`src/rtl/priority_arbiter_rr.sv`:
```
// Arbiter: N requests -> one registered grant (index+1 code plus one-hot), fixed-priority or round-robin.
// Latency 1 cycle req->grant_valid; grant held under valid/ready. Optional PENC_STATS_EN adds grant_count.
module priority_arbiter_rr #(
  parameter int N  = 8,
  parameter int CW = $clog2(N+1)
) (
  input  logic          clk,
  input  logic          rst_n,
  input  logic [N-1:0]  req,
  input  logic          mode,
  output logic          grant_valid,
  input  logic          grant_ready,
  output logic [CW-1:0] grant_code,
  output logic [N-1:0]  grant_onehot
`ifdef PENC_STATS_EN
  ,
  output logic [15:0]   grant_count
);
`else
);
`endif

  localparam int PW = (N > 1) ? $clog2(N) : 1;

  typedef enum logic {IDLE, GRANT} state_t;

  state_t        state_q, state_d;
  logic [CW-1:0] code_q, code_d;
  logic [N-1:0]  onehot_q, onehot_d;
  logic [PW-1:0] ptr_q, ptr_d;

  logic          accept;
  logic [PW-1:0] acc_idx;
  logic [PW-1:0] search_ptr;
  logic          win_found;
  logic [PW-1:0] win_idx;

  assign accept  = (state_q == GRANT) && grant_ready;
  assign acc_idx = PW'(code_q - CW'(1));

  always_comb begin
    ptr_d = ptr_q;
    if (accept && mode) begin
      ptr_d = acc_idx;
    end
  end

  // The search sees the pointer as updated by this edge's accept, so back-to-back grants rotate.
  assign search_ptr = mode ? ptr_d : '0;

  always_comb begin
    int            t;
    logic [PW-1:0] idx;
    t         = 0;
    idx       = '0;
    win_found = 1'b0;
    win_idx   = '0;
    // Lowest k has the highest priority, so scan it last and let it overwrite.
    for (int k = N; k >= 1; k--) begin
      t = int'(search_ptr) - k;
      if (t < 0) begin
        t = t + N;
      end
      idx = PW'(t);
      if (req[idx]) begin
        win_found = 1'b1;
        win_idx   = idx;
      end
    end
  end

  always_comb begin
    state_d  = state_q;
    code_d   = code_q;
    onehot_d = onehot_q;
    if (state_q == IDLE || accept) begin
      if (win_found) begin
        state_d  = GRANT;
        code_d   = CW'(win_idx) + CW'(1);
        onehot_d = {{(N-1){1'b0}}, 1'b1} << win_idx;
      end else begin
        state_d  = IDLE;
        code_d   = '0;
        onehot_d = '0;
      end
    end
  end

  always_ff @(posedge clk or negedge rst_n) begin
    if (!rst_n) begin
      state_q  <= IDLE;
      code_q   <= '0;
      onehot_q <= '0;
      ptr_q    <= '0;
    end else begin
      state_q  <= state_d;
      code_q   <= code_d;
      onehot_q <= onehot_d;
      ptr_q    <= ptr_d;
    end
  end

  assign grant_valid  = (state_q == GRANT);
  assign grant_code   = code_q;
  assign grant_onehot = onehot_q;

`ifdef PENC_STATS_EN
  logic [15:0] count_q, count_d;

  always_comb begin
    count_d = count_q;
    if (accept && (count_q != 16'hFFFF)) begin
      count_d = count_q + 16'd1;
    end
  end

  always_ff @(posedge clk or negedge rst_n) begin
    if (!rst_n) begin
      count_q <= '0;
    end else begin
      count_q <= count_d;
    end
  end

  assign grant_count = count_q;
`endif

endmodule

```
`config.mk`:
```
export PLATFORM = sky130hd
export DESIGN_NAME = priority_arbiter_rr
export DESIGN_NICKNAME = d
export VERILOG_FILES = /design/src/rtl/priority_arbiter_rr.sv
export SDC_FILE = /design/constraint.sdc
export NUM_CORES = 1
export LEC_CHECK = 0
export ABC_AREA = 1
export CAP_MARGIN = 25
export CORE_ASPECT_RATIO = 1.4
export CORE_MARGIN = 4
export CORE_UTILIZATION = 50
export CTS_CLUSTER_DIAMETER = 80
export DETAILED_ROUTE_END_ITERATION = 12
export PLACE_DENSITY_LB_ADDON = 0.1
export SKIP_LAST_GASP = 1
export SYNTH_ARGS = -nofsm -noshare
export SYNTH_HDL_FRONTEND = slang
export SYNTH_SLANG_ARGS = --single-unit
```
`constraint.sdc`:
```
create_clock -name clk -period 3.41 [get_ports clk]
set_clock_uncertainty 0.2 [all_clocks]
set_input_delay 0.8525 -clock clk [delete_from_list [all_inputs] [get_ports clk]]
set_output_delay 0.8525 -clock clk [all_outputs]
set_load 0.005 [all_outputs]
```
### After elaboration in Yosys (flattened, before gate mapping)

Index checks and enable logic that the tools add are counted.
Widths: inputs -> output; s select.

* memories kept: 0
* ROM bits: 0
* input port bits: 12
* memory bits (writable): 0
* latch bits: 0
* output and inout bits: 13
* bits in registers: 16
* word-level logic and storage cells: 88

* multipliers: 0
* bitwise logic cells: 1
* divide/modulo/power cells: 0
* shift operators: 1
* order comparisons: 16
* eq/ne operators: 0
* reductions and logical operators: 3
* muxes and demuxes: 45
* $add $sub $neg: 18

Operator list (count)
* $mux 3: 18
* $lt 3x4->1 const B: 8
* $lt 4x1->1 const B: 7
* $add 3x1->3 const B: 8
* $bmux 1 s3: 8
* $mux 1: 17
* $sub 3x3->4 const B: 4
* $mux 8: 1
* $shl 1x3->8 const A: 1
* $sub 3x2->4 const B: 2
* $lt 5x1->1 const B: 1
* $sub 3x4->5 const B: 1
* $add 3x1->4 const B: 1
* $mux 4: 1
* $sub 3x1->4 const B: 1
* $sub 3x1->3 const B: 1
* $logic_and 1x1->1: 2
* $logic_or 1x1->1: 1
* $not 1->1: 1

### Depth between registers and ports, before layout

* depth in word-level cells: 19
* depth in mapped cells: 26
* depth with buffers taken out: 26

### Worst setup path after synthesis

OpenSTA, ideal clock, no wires.

* path kind: input to register
* start: in mode
* end: reg onehot_q[3], in the netlist grant_onehot[3]
* setup slack: 0.076 ns
* stages on the path: 21
* buffers on the path: 2
* arrival time: 3.013 ns
* required time: 3.089 ns
* cell sequence: buf_6 -> nand3_4 -> nand2_2 -> nand3_2 -> buf_6 -> inv_1 -> ha_1 -> inv_1 -> nand2_1 -> nand3_1 -> nand2_1 -> a21oi_2 -> nand2_1 -> nand2_1 -> nand3_1 -> nand2_4 -> inv_2 -> nand2_2 -> inv_1 -> ha_1 -> a22o_1

* cells in the longest elaborated chain, start to end: 18
* elaborated cells between the ends (all ways): 69
* those cells by class: add/sub (16); order compare (8); shift (1); mux (43); reduce/logical (1)

RTL lines
* start: declaration: RTL line 10 `input logic mode,`
* $logic_and 1x1->1: RTL line 43 `if (accept && mode) begin`
* $mux 3: RTL line 43
* $mux 3 *: RTL line 49 `assign search_ptr = mode ? ptr_d : '0;`
* $sub 3x4->5: RTL line 60 `t = int'(search_ptr) - k;`
* $lt 5x1->1 / $add 3x1->3 (equally long branches): RTL line 61, 62
* $mux 3: RTL line 61 `if (t < 0) begin`
* $bmux 1 s3: RTL line 65 `if (req[idx]) begin`
* $mux 1 (not written as such): RTL line 65
* $mux 3 (8 in series): RTL line 65
* $shl 1x3->8: RTL line 80 `onehot_d = {{(N-1){1'b0}}, 1'b1} << win_idx;`
* $mux 8 *: RTL line 77 `if (win_found) begin`
* end signal: assignment: RTL line 98 `onehot_q <= onehot_d;`
* end: declaration: RTL line 29 `logic [N-1:0] onehot_q, onehot_d;`

Mark *: on every way between the ends. The rest lies on a longest branch, timed or not. The select of a mux whose other input is x is not followed.
A chain may end at the register's enable or synchronous reset.

### Final worst setup path

* start: reg code_q[0], in the netlist grant_code[0]
* end: reg code_q[2], in the netlist grant_code[2]

* cells in the longest elaborated chain, start to end: 18
* elaborated cells between the ends (all ways): 69
* those cells by class: add/sub (18); order compare (8); mux (43)

RTL lines
* start: declaration: RTL line 28 `logic [CW-1:0] code_q, code_d;`
* start signal: assignment: RTL line 97 `code_q <= code_d;`
* $sub 3x1->3 *: RTL line 39 `assign acc_idx = PW'(code_q - CW'(1));`
* $mux 3 *: RTL line 43
* named net ptr_d[1]: RTL line 30 `logic [PW-1:0] ptr_q, ptr_d;`
* $mux 3 *: RTL line 49
* $sub 3x4->5: RTL line 60
* $lt 5x1->1 / $add 3x1->3 (equally long branches): RTL line 61, 62
* $mux 3: RTL line 61
* $bmux 1 s3: RTL line 65
* $mux 1 (not written as such): RTL line 65
* $mux 3 (8 in series): RTL line 65
* $add 3x1->4: RTL line 79 `code_d = CW'(win_idx) + CW'(1);`
* $mux 4 *: RTL line 77

Mark *: on every way through the listed nets, which the timed path passes. The rest lies on a longest branch. The select of a mux whose other input is x is not followed.

==> impl_metrics.yaml <==
synth:
  syn_nets: 265
  syn_inst: 249
  syn_area_per_cell_um2: 6.39
  ys_ff_latch: 16
  synth_top_area_cell: "dfrtp_1"
  yosysWarnings: 0
  synth_edf_count: 0
  synth-main-ff-cell: "dfrtp_1"
  synth_seq_area_share: 0.252
  netlist_area_um2: 1590
  synth_top_area_share: 0.252
  ys_async_sr_fraction: 1.00
  synth_cell_types: 25
  ys_top_cells_by_area: "dfrtp_1 25%, nand2_1 19%, nand3_1 12%"
floorplan:
  initial_core_util: 0.515
  rows: 24
  die_h_um: 74.8
  core_area_um2: 3090
  pin_count: 25
  fp.dieArea_um2: 4160
  die_w_um: 55.7
sta:
  drv_slew: 0
  setup_viol: 0
  slew_headroom: 0.541
  tightest_slew_ps: 686
  fmax_mhz: 322
  post-route-period-util: 0.912
  fin_crit_ps: 3110
  setup_tns_ps: 0
  hold_viol: 0
  rsz0062_at_grt: "no"
worst_setup_path:
  critical_path.startpoint_type: "flip-flop"
  regToRegStartpoint: "grant_code[0]"
  crit_type: "flip-flop to flip-flop"
  crit_slowest_cell: "dfrtp_1"
  r2r_cells: 22
  worstPathMaxFanout: 4
  critPathMaxStageDelay_ps: 380
  cp-end-kind: "flip-flop"
  path_cells: "inv_1, ha_1, inv_1, nand4_1, nand2_4, nand2_4, inv_4, ha_1, inv_1, nand2_1, nand3_1, nand2_1, a21oi_2, nand2_1, nand2_1, nand3_1, nand2_4, inv_2, nand2_2, inv_1, ha_1, o22ai_1"
  path_buf_inv: 6
  regToRegSetupSlack_ps: 300
  worstPathArrival_ps: 3070
  r2r_end: "grant_code[2]"
  critPathRequiredTime_ps: 3370
  cp_top_family: "simple AND/OR/NAND/NOR gates"
hold_path:
  whs_path_depth: 2
  whs_endpoint: "grant_onehot[1]"
  hp-class: "flip-flop to flip-flop"
  hp-start: "grant_onehot[1]"
clocking:
  clockBufferDepth: 2
  post_cts_buffers: 0
  clock-root-buffer: "clkbuf_8"
  cts_sinks: 16
  htreeDepth: 1
  clk_pin_slew_ps: 60
  cts_tree: "yes"
  cts_made_buffers: 3
  clk_latency_ps: 240
  ctsHoldBuffers: 0
pwr:
  p_comb_frac: 0.763
  p_sw_mw: 0.855
  powerDensity_nw_per_um2: 856
  ir_drop_v: 0.000544
  p_int_mw: 0.960
  leakage_nw: 1.18
  seqPwrFrac: 0.165
  p_clk_frac: 0.073
  switching_share: 0.471
job:
  drv_cap: 0
grt:
  grt_util_all_layers: 0.202
  grt_first_pass_wirelength_um: 6780
  grt_max_degree: 17
  antenna_found_initial: 0
  grt_overflow: 0
  use_met1: 0.219
  grt.met2_usage: 0.414
  met3_usage: 0.0103
  grt_pass1_vias: 1612
  top_usage_layer: "met2"
drt:
  drt-total-wl_um: 3950
  routedWlPerCell_um: 11.5
  route.vias.total: 1695
  first_pass_iters: 4
  viasPerCell: 4.96
  drtIter0Drc: 35
  drc: 0
  ant_nets: 0
cells_and_area:
  nets: 321
  layout_common_cells: "81 x nand2_1, 38 x nand3_1, 33 x inv_1"
  syn2layout_area_growth_pct: 33.3
  layout_commonest_cell: "nand2_1"
  antennaDiodeCount: 0
  fin_cells: 342
  drive_above_1_share: 0.264
  postLayoutCellArea_um2: 2120
place:
  finalWeightedCongestion: 0.943
  dp.cells: 339
  dp_hpwl_um: 3290
  placed_area_um2: 2080
  port_buffers: 24
status:
  outcome: "completed"
## metrics by stage
stage          power, mW  worst slack (ps)  utilization  hold WS [ps]
5_1_grt             2.01              12.5        0.686           312
3_5_place_dp        1.68              -413        0.673           269
3_3_place_gp        1.65              -321        0.673           264
4_1_cts             1.82               103        0.686           284
2_1_floorplan       1.14              76.4            -           272
6_report            1.82               301        0.686           281
## repair_timing
action / CTS / global route
hold endpoints to repair: 0 / 0
setup endpoints to repair: 3 / 4
gates resized for setup: 2 / 6
## worst max path at each step
stage / from / end / slack [ps] / cells past startpoint
6_report: grant_code[0] / grant_code[2] / 300 / 22
5_1_grt: grant_code[0] / grant_code[2] / 10 / 22
4_1_cts: mode / grant_code[2] / 100 / 21
3_5_place_dp: mode / grant_code[2] / -410 / 21
3_3_place_gp: mode / grant_code[2] / -320 / 21
2_1_floorplan: mode / grant_onehot[3] / 80 / 21
## cell families (layout without fill, tap and decap cells)
family	count (synthesis)	after routing	synth area share
buf+inv	45	99	0.119
fa+ha+maj	4	4	0.0314
flops	16	16	0.252
simple gates	169	169	0.537
xor+xnor	1	1	0.0102
compound gates	14	14	0.0503
## state kept, by name (all words and copies together), names as in the netlist
name,cells
grant_code,4
ptr_q,3
grant_valid,1
grant_onehot,8
## cell usage after synthesis (3+ instances only)
cell and count:
nand3_2 9, a21oi_1 3, nor2_1 9, nand4_1 5, dfrtp_1 16, nand2_2 18, nand3_1 38, inv_1 33
inv_2 5, o21ai_1 7, nand2_4 3, ha_1 4, nand2_1 82
## cell type report
type / instances / area (um2)
fillers: 293 / 972
repair buffers: 55 / 463
multi-input cells: 188 / 1010
inverters: 41 / 159
well taps: 39 / 48.8
clock buffers: 3 / 41.3
flip-flops and latches: 16 / 400
## worst min-delay path: stages (launching register included)
cell	delay, ps
dfrtp_1	340
nand2_1	50
nand2_1	50
## power by group through the flow
stage | clock network [mW] | logic (mW) | registers [mW]
2_1_floorplan | 0 | 0.843 | 0.299
3_3_place_gp | 0 | 1.35 | 0.299
3_5_place_dp | 0 | 1.38 | 0.301
4_1_cts | 0.135 | 1.39 | 0.298
5_1_grt | 0.146 | 1.56 | 0.307
6_report | 0.132 | 1.38 | 0.299
## metal layers
layer / share of wire / up-vias / routed length, um
met4: 0.015 / 0 / 59
met2: 0.55 / 27 / 2160
met1: 0.42 / 766 / 1640
li1: - / 898 / -
met5: 0 / - / 0
met3: 0.023 / 4 / 91
Note: power is estimated with default switching activity, not from simulation.
